$ cat src/rtl/neuron_mac_writeback.sv
// neuron_mac_writeback: per-neuron signed MAC, rescale, saturate, optional ReLU, one write per neuron
module neuron_mac_writeback #(
  parameter int DATA_W  = 8,
  parameter int FRAC_W  = 4,
  parameter int ACC_W   = 24,
  parameter int ADDR_W  = 8,
  parameter int MEM_LAT = 1
) (
  input  logic              clk,
  input  logic              reset,
  input  logic              start,
  input  logic              term_valid,
  input  logic              neuron_last,
  input  logic              layer_last,
  input  logic [ADDR_W-1:0] term_waddr,
  input  logic              relu_en,
  input  logic [DATA_W-1:0] weight_data,
  input  logic [DATA_W-1:0] neuro_data,
  output logic              wr_en,
  output logic [ADDR_W-1:0] wr_addr,
  output logic [DATA_W-1:0] wr_data,
  output logic              busy,
  output logic              layer_done,
  output logic              sat_flag
);
  localparam int PW = 2 * DATA_W;
  localparam logic signed [ACC_W-1:0] S_MAX = ACC_W'(2 ** (DATA_W - 1) - 1);
  localparam logic signed [ACC_W-1:0] S_MIN = ~S_MAX;
  typedef enum logic [1:0] {IDLE, RUN, DRAIN} state_t;
  state_t state;
  logic [MEM_LAT-1:0] dl_valid, dl_last, dl_llast;
  logic [ADDR_W-1:0] dl_waddr [MEM_LAT];
  logic relu_q;
  logic signed [PW-1:0] prod_n;
  logic signed [ACC_W-1:0] acc, prod, sum, s;
  logic ov_hi, ov_lo;
  logic [DATA_W-1:0] sat_w, res;
  logic out_v, out_last, out_llast;
  logic [ADDR_W-1:0] out_addr;
  // product of the words aligned with the delay-line output, accumulated, rescaled, clamped, ReLU'd
  always_comb begin
    out_v = dl_valid[MEM_LAT-1];
    out_last = dl_last[MEM_LAT-1];
    out_llast = dl_llast[MEM_LAT-1];
    out_addr = dl_waddr[MEM_LAT-1];
    prod_n = PW'($signed(weight_data)) * PW'($signed(neuro_data));
    prod = ACC_W'(prod_n);
    sum = acc + prod;
    s = sum >>> FRAC_W;
    ov_hi = s > S_MAX;
    ov_lo = s < S_MIN;
    sat_w = ov_hi ? S_MAX[DATA_W-1:0] : ov_lo ? S_MIN[DATA_W-1:0] : s[DATA_W-1:0];
    res = (relu_q && sat_w[DATA_W-1]) ? '0 : sat_w;
    busy = state != IDLE;
  end
  // term tags travel MEM_LAT stages so they meet the RAM words; start drops every in-flight term
  always_ff @(posedge clk) begin
    if (reset) begin
      dl_valid <= '0;
      dl_last <= '0;
      dl_llast <= '0;
      for (int i = 0; i < MEM_LAT; i++) dl_waddr[i] <= '0;
    end else begin
      for (int i = MEM_LAT - 1; i > 0; i--) begin
        dl_valid[i] <= dl_valid[i-1];
        dl_last[i] <= dl_last[i-1];
        dl_llast[i] <= dl_llast[i-1];
        dl_waddr[i] <= dl_waddr[i-1];
      end
      dl_valid[0] <= term_valid && state == RUN && !start;
      dl_last[0] <= neuron_last || layer_last;
      dl_llast[0] <= layer_last;
      dl_waddr[0] <= term_waddr;
      if (start) dl_valid <= '0;
    end
  end
  // layer FSM, accumulator and registered write port
  always_ff @(posedge clk) begin
    if (reset) begin
      state <= IDLE;
      acc <= '0;
      relu_q <= 1'b0;
      sat_flag <= 1'b0;
      wr_en <= 1'b0;
      wr_addr <= '0;
      wr_data <= '0;
      layer_done <= 1'b0;
    end else if (start) begin
      state <= RUN;
      acc <= '0;
      relu_q <= relu_en;
      sat_flag <= 1'b0;
      wr_en <= 1'b0;
      layer_done <= 1'b0;
    end else begin
      wr_en <= out_v && out_last;
      layer_done <= out_v && out_last && out_llast;
      if (out_v) acc <= out_last ? '0 : sum;
      if (out_v && out_last) begin
        wr_addr <= out_addr;
        wr_data <= res;
        if (ov_hi || ov_lo) sat_flag <= 1'b1;
      end
      if (state == RUN && term_valid && layer_last) state <= DRAIN;
      else if (state == DRAIN && layer_done) state <= IDLE;
    end
  end
endmodule

$ cat config.mk
export PLATFORM = sky130hd
export DESIGN_NAME = neuron_mac_writeback
export DESIGN_NICKNAME = d
export VERILOG_FILES = /design/src/rtl/neuron_mac_writeback.sv
export SDC_FILE = /design/constraint.sdc
export NUM_CORES = 1
export LEC_CHECK = 0
export ABC_CLOCK_PERIOD_IN_PS = 15400
export BUFFER_PORTS_ARGS = -buffer_cell sky130_fd_sc_hd__buf_2
export CAP_MARGIN = 10
export CORE_MARGIN = 2
export CORE_UTILIZATION = 65
export CTS_BUF_LIST = sky130_fd_sc_hd__clkbuf_16
export DETAILED_ROUTE_END_ITERATION = 7
export PLACE_DENSITY = 0.9
export SYNTH_ARGS = -nofsm -noshare
export SYNTH_HDL_FRONTEND = slang
export SYNTH_SLANG_ARGS = --single-unit
$ cat constraint.sdc
create_clock -name clk -period 15.4 [get_ports clk]
set_clock_uncertainty 0.1 [all_clocks]
set_input_delay 3.08 -clock clk [delete_from_list [all_inputs] [get_ports clk]]
set_output_delay 3.08 -clock clk [all_outputs]
set_load 0.05 [all_outputs]
==> impl_results.md, run 1 <==
- Status: finished clean
- Clk pwr share: between 10% and 20%
- 1st-iter DRT viols: ~400
- Average size of a mapped cell: 9.229 um^2
- Rel. slew slack: slightly above 20%
- Count leader, synth: fa_1
- Unrepaired setup endpoints after global routing: false
- Via density per instance: ~5.7
- Tot GR Track Use: 29.73%
- Grt met3 use: under 10%
- Max frequency: 102.3 MHz
- CTS tree: built
- Worst-path clk slew: about 50 ps
- Post-synth EDFFs: 0
- Via Count: just over 5000
- Initial antenna violation count: 0
- Post-route cell area: between 7000 and 8000 um^2
- GR Util met1: between 30% and 40%
- Residual DRC: 0
- Total CTS buffers: 9
- Comb pwr share: slightly below 80%
- Busiest layer in global routing: met2
- Synth top area cells: fa_1 32%, dfxtp_1 17%, ha_1 10%
- Die footprint: roughly 11000 um^2
- Drt total wl: ~15000 um
- Synth cell types: 60
- Synth Register Bits: 57
- Switch Pwr: roughly 0.82 mW
- Initial Utilization: 67.23%
- Die X: ~100 um
- Gpl congestion: about 0.95
- Synth warnings: 0
- Dpl cell area: 6907 um^2
- VDD IR max: roughly 0.00021 V
- Core ar.: roughly 9800 um^2
- Synthesized area: 6571 um^2
- Area delta synth->final: 9.482%
- Final slew viol count: 0
- Largest net degree at the start of global routing: 32
- Sequential area share after synthesis: between 10% and 20%
- I/O pin count: a little over 50
- Clock Path Buffers: 2
- Tmin final: about 10000 ps
- Static Leak: about 3.4 nW
- Post-synth ARST share: 0%
- H-tree levels: 3
- Setup TNS: 0 ps
- Grt ovf: 0
- HP Class: reg -> reg
- Worst slew pin tran: 1190 ps
- Ys flop type: dfxtp_1
- Setup violations, final: 0
- WS Path Type: in -> reg
- Share of the synthesized area in the top cell type: 31.68%
- Power Density: 218.6 nW/um^2
- P_int: approximately 0.76 mW
- CP startpoint kind: primary input
- Post-CTS setup buffer count: 0
- Grt met2 use: between 50% and 60%
- Sw frac: just over 50%
- Die height: 104.5 um
- Worst-skew pair later-pin latency: 320 ps
- First-pass GRT wire length: ~26000 um
- Yosys top cell by area: fa_1
- Cell Rows: 36
- Routed len/inst: roughly 17 um
- Commonest cells post-synth: 104 x fa_1, 102 x inv_1, 57 x dfxtp_1
- Reg power frac: 9.8%
- Share of layout cells above drive strength 1: between 10% and 20%
- Crit Path Max Fanout: 17
- Synth Instances: 712
- CP required: 15510 ps
- CP Capture Type: flop
- MaxCap Viol Count: 0
- DP HPWL: roughly 12000 um
- Post-cts resize count: 0
- Buffers on Ports: 50
- Root Driver: clkbuf_16
- CTS sink count: 57
- Period utilisation layout: between 60% and 70%
- Vias in the first global route: between 5000 and 6000
- Worst endpoint data arrival time: 9890 ps
- Final ANT Viol Nets: 0
- Number of inserted diodes: 0
- Cts hold-fix bufs: 0
- Final hold violations: 0
- Net Count, Synth: 901
- 1st-pass router iterations: 5
- Final #Nets: 941
cells by family after synthesis:
logic type / count (synthesis) / share of synthesized area [%]
AND/OR/NAND/NOR: 225 / 17.71
adder cells (fa/ha/maj): 158 / 41.97
buffers and inverters: 126 / 7.350
AO/OA/AOI/OAI: 119 / 11.80
flip-flops: 57 / 17.36
XOR/XNOR: 23 / 3.180
multiplexers: 4 / 0.6283
final cells by class:
| cell class | count | area [um^2] |
|---|---|---|
| multi-input combinational | 529 | 4947 |
| fill | 715 | 2580 |
| sequential | 57 | 1141 |
| inverter | 103 | 386.6 |
| timing repair buffer | 52 | 265.3 |
| clock buffer | 9 | 225.2 |
| tap | 133 | 166.4 |
| clock inverter | 7 | 62.56 |
metal layers:
layer / vias to the layer above / wire [um]
met5: - / 0
met2: 181 / 7663
met4: 0 / 410
met1: 2470 / 6173
met3: 39 / 746
li1: 2378 / -
registers in the layout, summed over array words and instances, names as in the netlist:
register and cells:
dl_valid 1, dl_last 1, dl_waddr 8, acc 24, state 2, dl_llast 1, layer_done 1, wr_data 8
relu_q 1, sat_flag 1, wr_addr 8, wr_en 1
cells in the final DEF (no fill, tap or decap), types with 8 or more instances in the layout:
| cell type | instances |
|---|---|
| a21oi_1 | 45 |
| and2_1 | 39 |
| buf_2 | 50 |
| clkbuf_16 | 9 |
| dfxtp_1 | 57 |
| fa_1 | 104 |
| ha_1 | 54 |
| inv_1 | 103 |
| nand2_1 | 56 |
| nand2b_1 | 8 |
| nand3_1 | 8 |
| nor2_1 | 54 |
| nor2b_1 | 29 |
| o21ai_0 | 14 |
| o21ai_1 | 9 |
| xnor2_1 | 17 |
worst paths after layout:
check                                    from          to  slack, ps  cells after the start
worst min-delay path                 dl_llast  layer_done        330                      1
worst min register to register       dl_llast  layer_done        330                      1
worst max register to register         acc[6]    sat_flag       9120                     19
worst max-delay path            neuro_data[0]    sat_flag       5620                     19
worst max-delay path, cell delays in order:
cell       delay [ps]
buf_2             160
and2_1            820
inv_1             170
fa_1              570
inv_1              60
fa_1              510
fa_1              440
fa_1              580
fa_1              430
ha_1              390
a21o_1            210
a221oi_2          380
a2bb2oi_2         270
o221ai_2          150
a211oi_1          260
o21bai_1          100
xnor2_1           710
mux2_2            410
a22o_1            180
through the flow:
stage               hold slack [ps]  util [%]  std cells  power [mW]  setup WS, ps
finish                        327.8     73.60        890       1.573          5624
CTS                           329.4     73.60        890       1.556          5628
floorplan                     305.7         -        712       1.100          6336
global placement              322.0     70.66        874       1.306          5576
global route                  338.5     73.60        890       1.711          5192
detailed placement            311.8     70.66        874       1.350          5340
power by group through the flow:
stage | Sequential, mW | Clock (mW) | Combinational [mW]
6_report | 0.154 | 0.190 | 1.23
5_1_grt | 0.155 | 0.199 | 1.36
4_1_cts | 0.154 | 0.191 | 1.21
3_5_place_dp | 0.157 | 0 | 1.19
3_3_place_gp | 0.157 | 0 | 1.15
2_1_floorplan | 0.157 | 0 | 0.942
Note: power is estimated with default switching activity, not from simulation.
==> inputs of run 2 (changes only) <==
- ABC_CLOCK_PERIOD_IN_PS: 15400 -> 8600
- CORE_UTILIZATION: 65 -> 56
- PLACE_DENSITY: 0.9 -> 0.83
- clock period: 15.4 -> 8.6 ns (I/O delays scaled with it)
==> run 2 against run 1 <==
  * Global-route usage down 3.6 points
  * Hold slack better by 5.7 ps
  * Die area up 15%
  * Via count down 0.61%
  * Setup slack worse by 4600 ps
  * Core utilization down 10 points
  * Power up 80%
  * Sequential power up 79%
  * Wire length down 0.27%
  * Cell count up 1.5%
  * Count of clock-buffer cells in the layout unchanged
==> impl_results.md, run 2 (synthesis results as in run 1) <==
- Number of flip-flops under the largest register name: 24
- Residual DRC: 0
- Unrepaired setup endpoints after global routing: false
- Metal1 wirelength: about 6400 um
- Die X: between 100 and 150 um
- CP Capture Type: flop
- Largest net degree at the start of global routing: 32
- Buffers on Ports: 50
- 1st-iter DRT viols: between 300 and 400
- Most common cell after layout, fill and taps aside: fa_1
- Post-route cell area: 7234 um^2
- Post-cts resize count: 0
- Share of layout cells above drive strength 1: between 10% and 20%
- Clock Path Buffers: 2
- Final slew viol count: 0
- Max Used Layer: met4
- Routed length on met3: approximately 560 um
- Rel. slew slack: between 20% and 30%
- Static Leak: 3.453 nW
- Worst-path clk slew: 50 ps
- Die height: approximately 110 um
- Drt total wl: ~15000 um
- Max frequency: around 130 MHz
- CTS tree: built
- Dpl cell area: roughly 6900 um^2
- Setup violations, final: 0
- Tmin final: roughly 7600 ps
- Worst slew pin tran: ~1100 ps
- Core ar.: 11420 um^2
- Largest stage delay on the critical path: roughly 650 ps
- VDD IR max: between 0.0003 and 0.0004 V
- Met2 WL: 7547 um
- Status: finished clean
- Worst-skew pair later-pin latency: between 300 and 400 ps
- MaxCap Viol Count: 0
- Via Count: between 5000 and 6000
- Die footprint: approximately 13000 um^2
- Period utilisation layout: between 80% and 90%
- Dpl ws: 643.5 ps
- Via density per instance: between 5 and 6
- Grt ovf: 0
- Most frequent cells in the layout: 104 x fa_1, 102 x inv_1, 57 x dfxtp_1
- Vias in the first global route: around 5500
- Root Driver: clkbuf_16
- HP Class: reg -> reg
- Crit Path Max Fanout: 11
- Largest register by flop count: acc
- Total CTS buffers: 9
- First-pass GRT wire length: around 26000 um
- Cell Rows: 39
- Area delta synth->final: 10.09%
- CP startpoint kind: primary input
- Final #Nets: between 900 and 1000
- Initial antenna violation count: 0
- Final ANT Viol Nets: 0
- Routed len/inst: about 17 um
- Final hold violations: 0
- Power Density: around 390 nW/um^2
- Setup TNS: 0 ps
- Initial Utilization: between 50% and 60%
- Post-CTS setup buffer count: 0
- Crit path max-delay cell type: and2_1
- Cts hold-fix bufs: 0
- I/O pin count: a little over 50
- H-tree levels: 3
- CP cell instances: buf_2, and2_1, fa_1, fa_1, fa_1, fa_1, ha_1, ha_1, and3_1, a221oi_2, a2bb2oi_2, o41a_1, and4_1, nand4_1, or3b_1, mux2_2, a22o_1
- Setup ws final: ~1000 ps
- Gpl congestion: between 0.9 and 1
- WS Path Type: in -> reg
- CTS sink count: between 50 and 60
- Number of inserted diodes: 0
- CP required: 8710 ps
- Worst endpoint data arrival time: just under 8000 ps
- 1st-pass router iterations: 5
- Tot GR Track Use: about a quarter
- DP HPWL: ~12000 um
- Cell mode on critical path: fa_1
run 2: worst paths after layout:
path	cells past startpoint	start	endpoint	slack, ps
max reg2reg	19	acc[6]	sat_flag	2640
min reg2reg	2	dl_waddr[0][1]	wr_addr[1]	330
min	2	dl_waddr[0][1]	wr_addr[1]	330
max	17	neuro_data[1]	sat_flag	1000
run 2: report_power, final:
group / switching, mW / total (mW) / internal, mW / leakage, nW
clock network: 0.122 / 0.343 / 0.220 / 0.137
logic: 1.32 / 2.21 / 0.894 / 2.85
registers: 0.00569 / 0.276 / 0.271 / 0.463
run 2: layout make-up:
type                            instances  area [um^2]
Tap cell                              143        178.9
Multi-Input combinational cell        529         4947
Timing Repair Buffer                   56        295.3
Clock inverter                          6        60.06
Inverter                              103        386.6
Fill cell                             925         4184
Clock buffer                            9        225.2
Sequential cell                        57         1141
run 2: critical path: cells and delay by family:
kind,cells,cell delay [ps]
AND/OR/NAND/NOR,5,1680
adder cells (fa/ha/maj),6,2760
AO/OA/AOI/OAI,4,1100
buffers and inverters,1,180
multiplexers,1,260
run 2: per-layer routing:
layer  vias to the layer above  global-route usage, %
met1                      2482                  34.28
li1                       2381                      -
met2                       144                  45.50
met3                        30                  2.376
met4                         0                  9.187
met5                         -                      0
run 2: stage by stage:
step | hold slack (ps) | util (%) | power (mW) | instances
detailed placement | 326.8 | 60.86 | 2.459 | 888
CTS | 336.0 | 63.36 | 2.821 | 903
floorplan | 305.7 | - | 1.969 | 712
finish | 333.5 | 63.36 | 2.830 | 903
global placement | 320.0 | 60.86 | 2.400 | 888
global route | 360.0 | 63.36 | 3.116 | 903
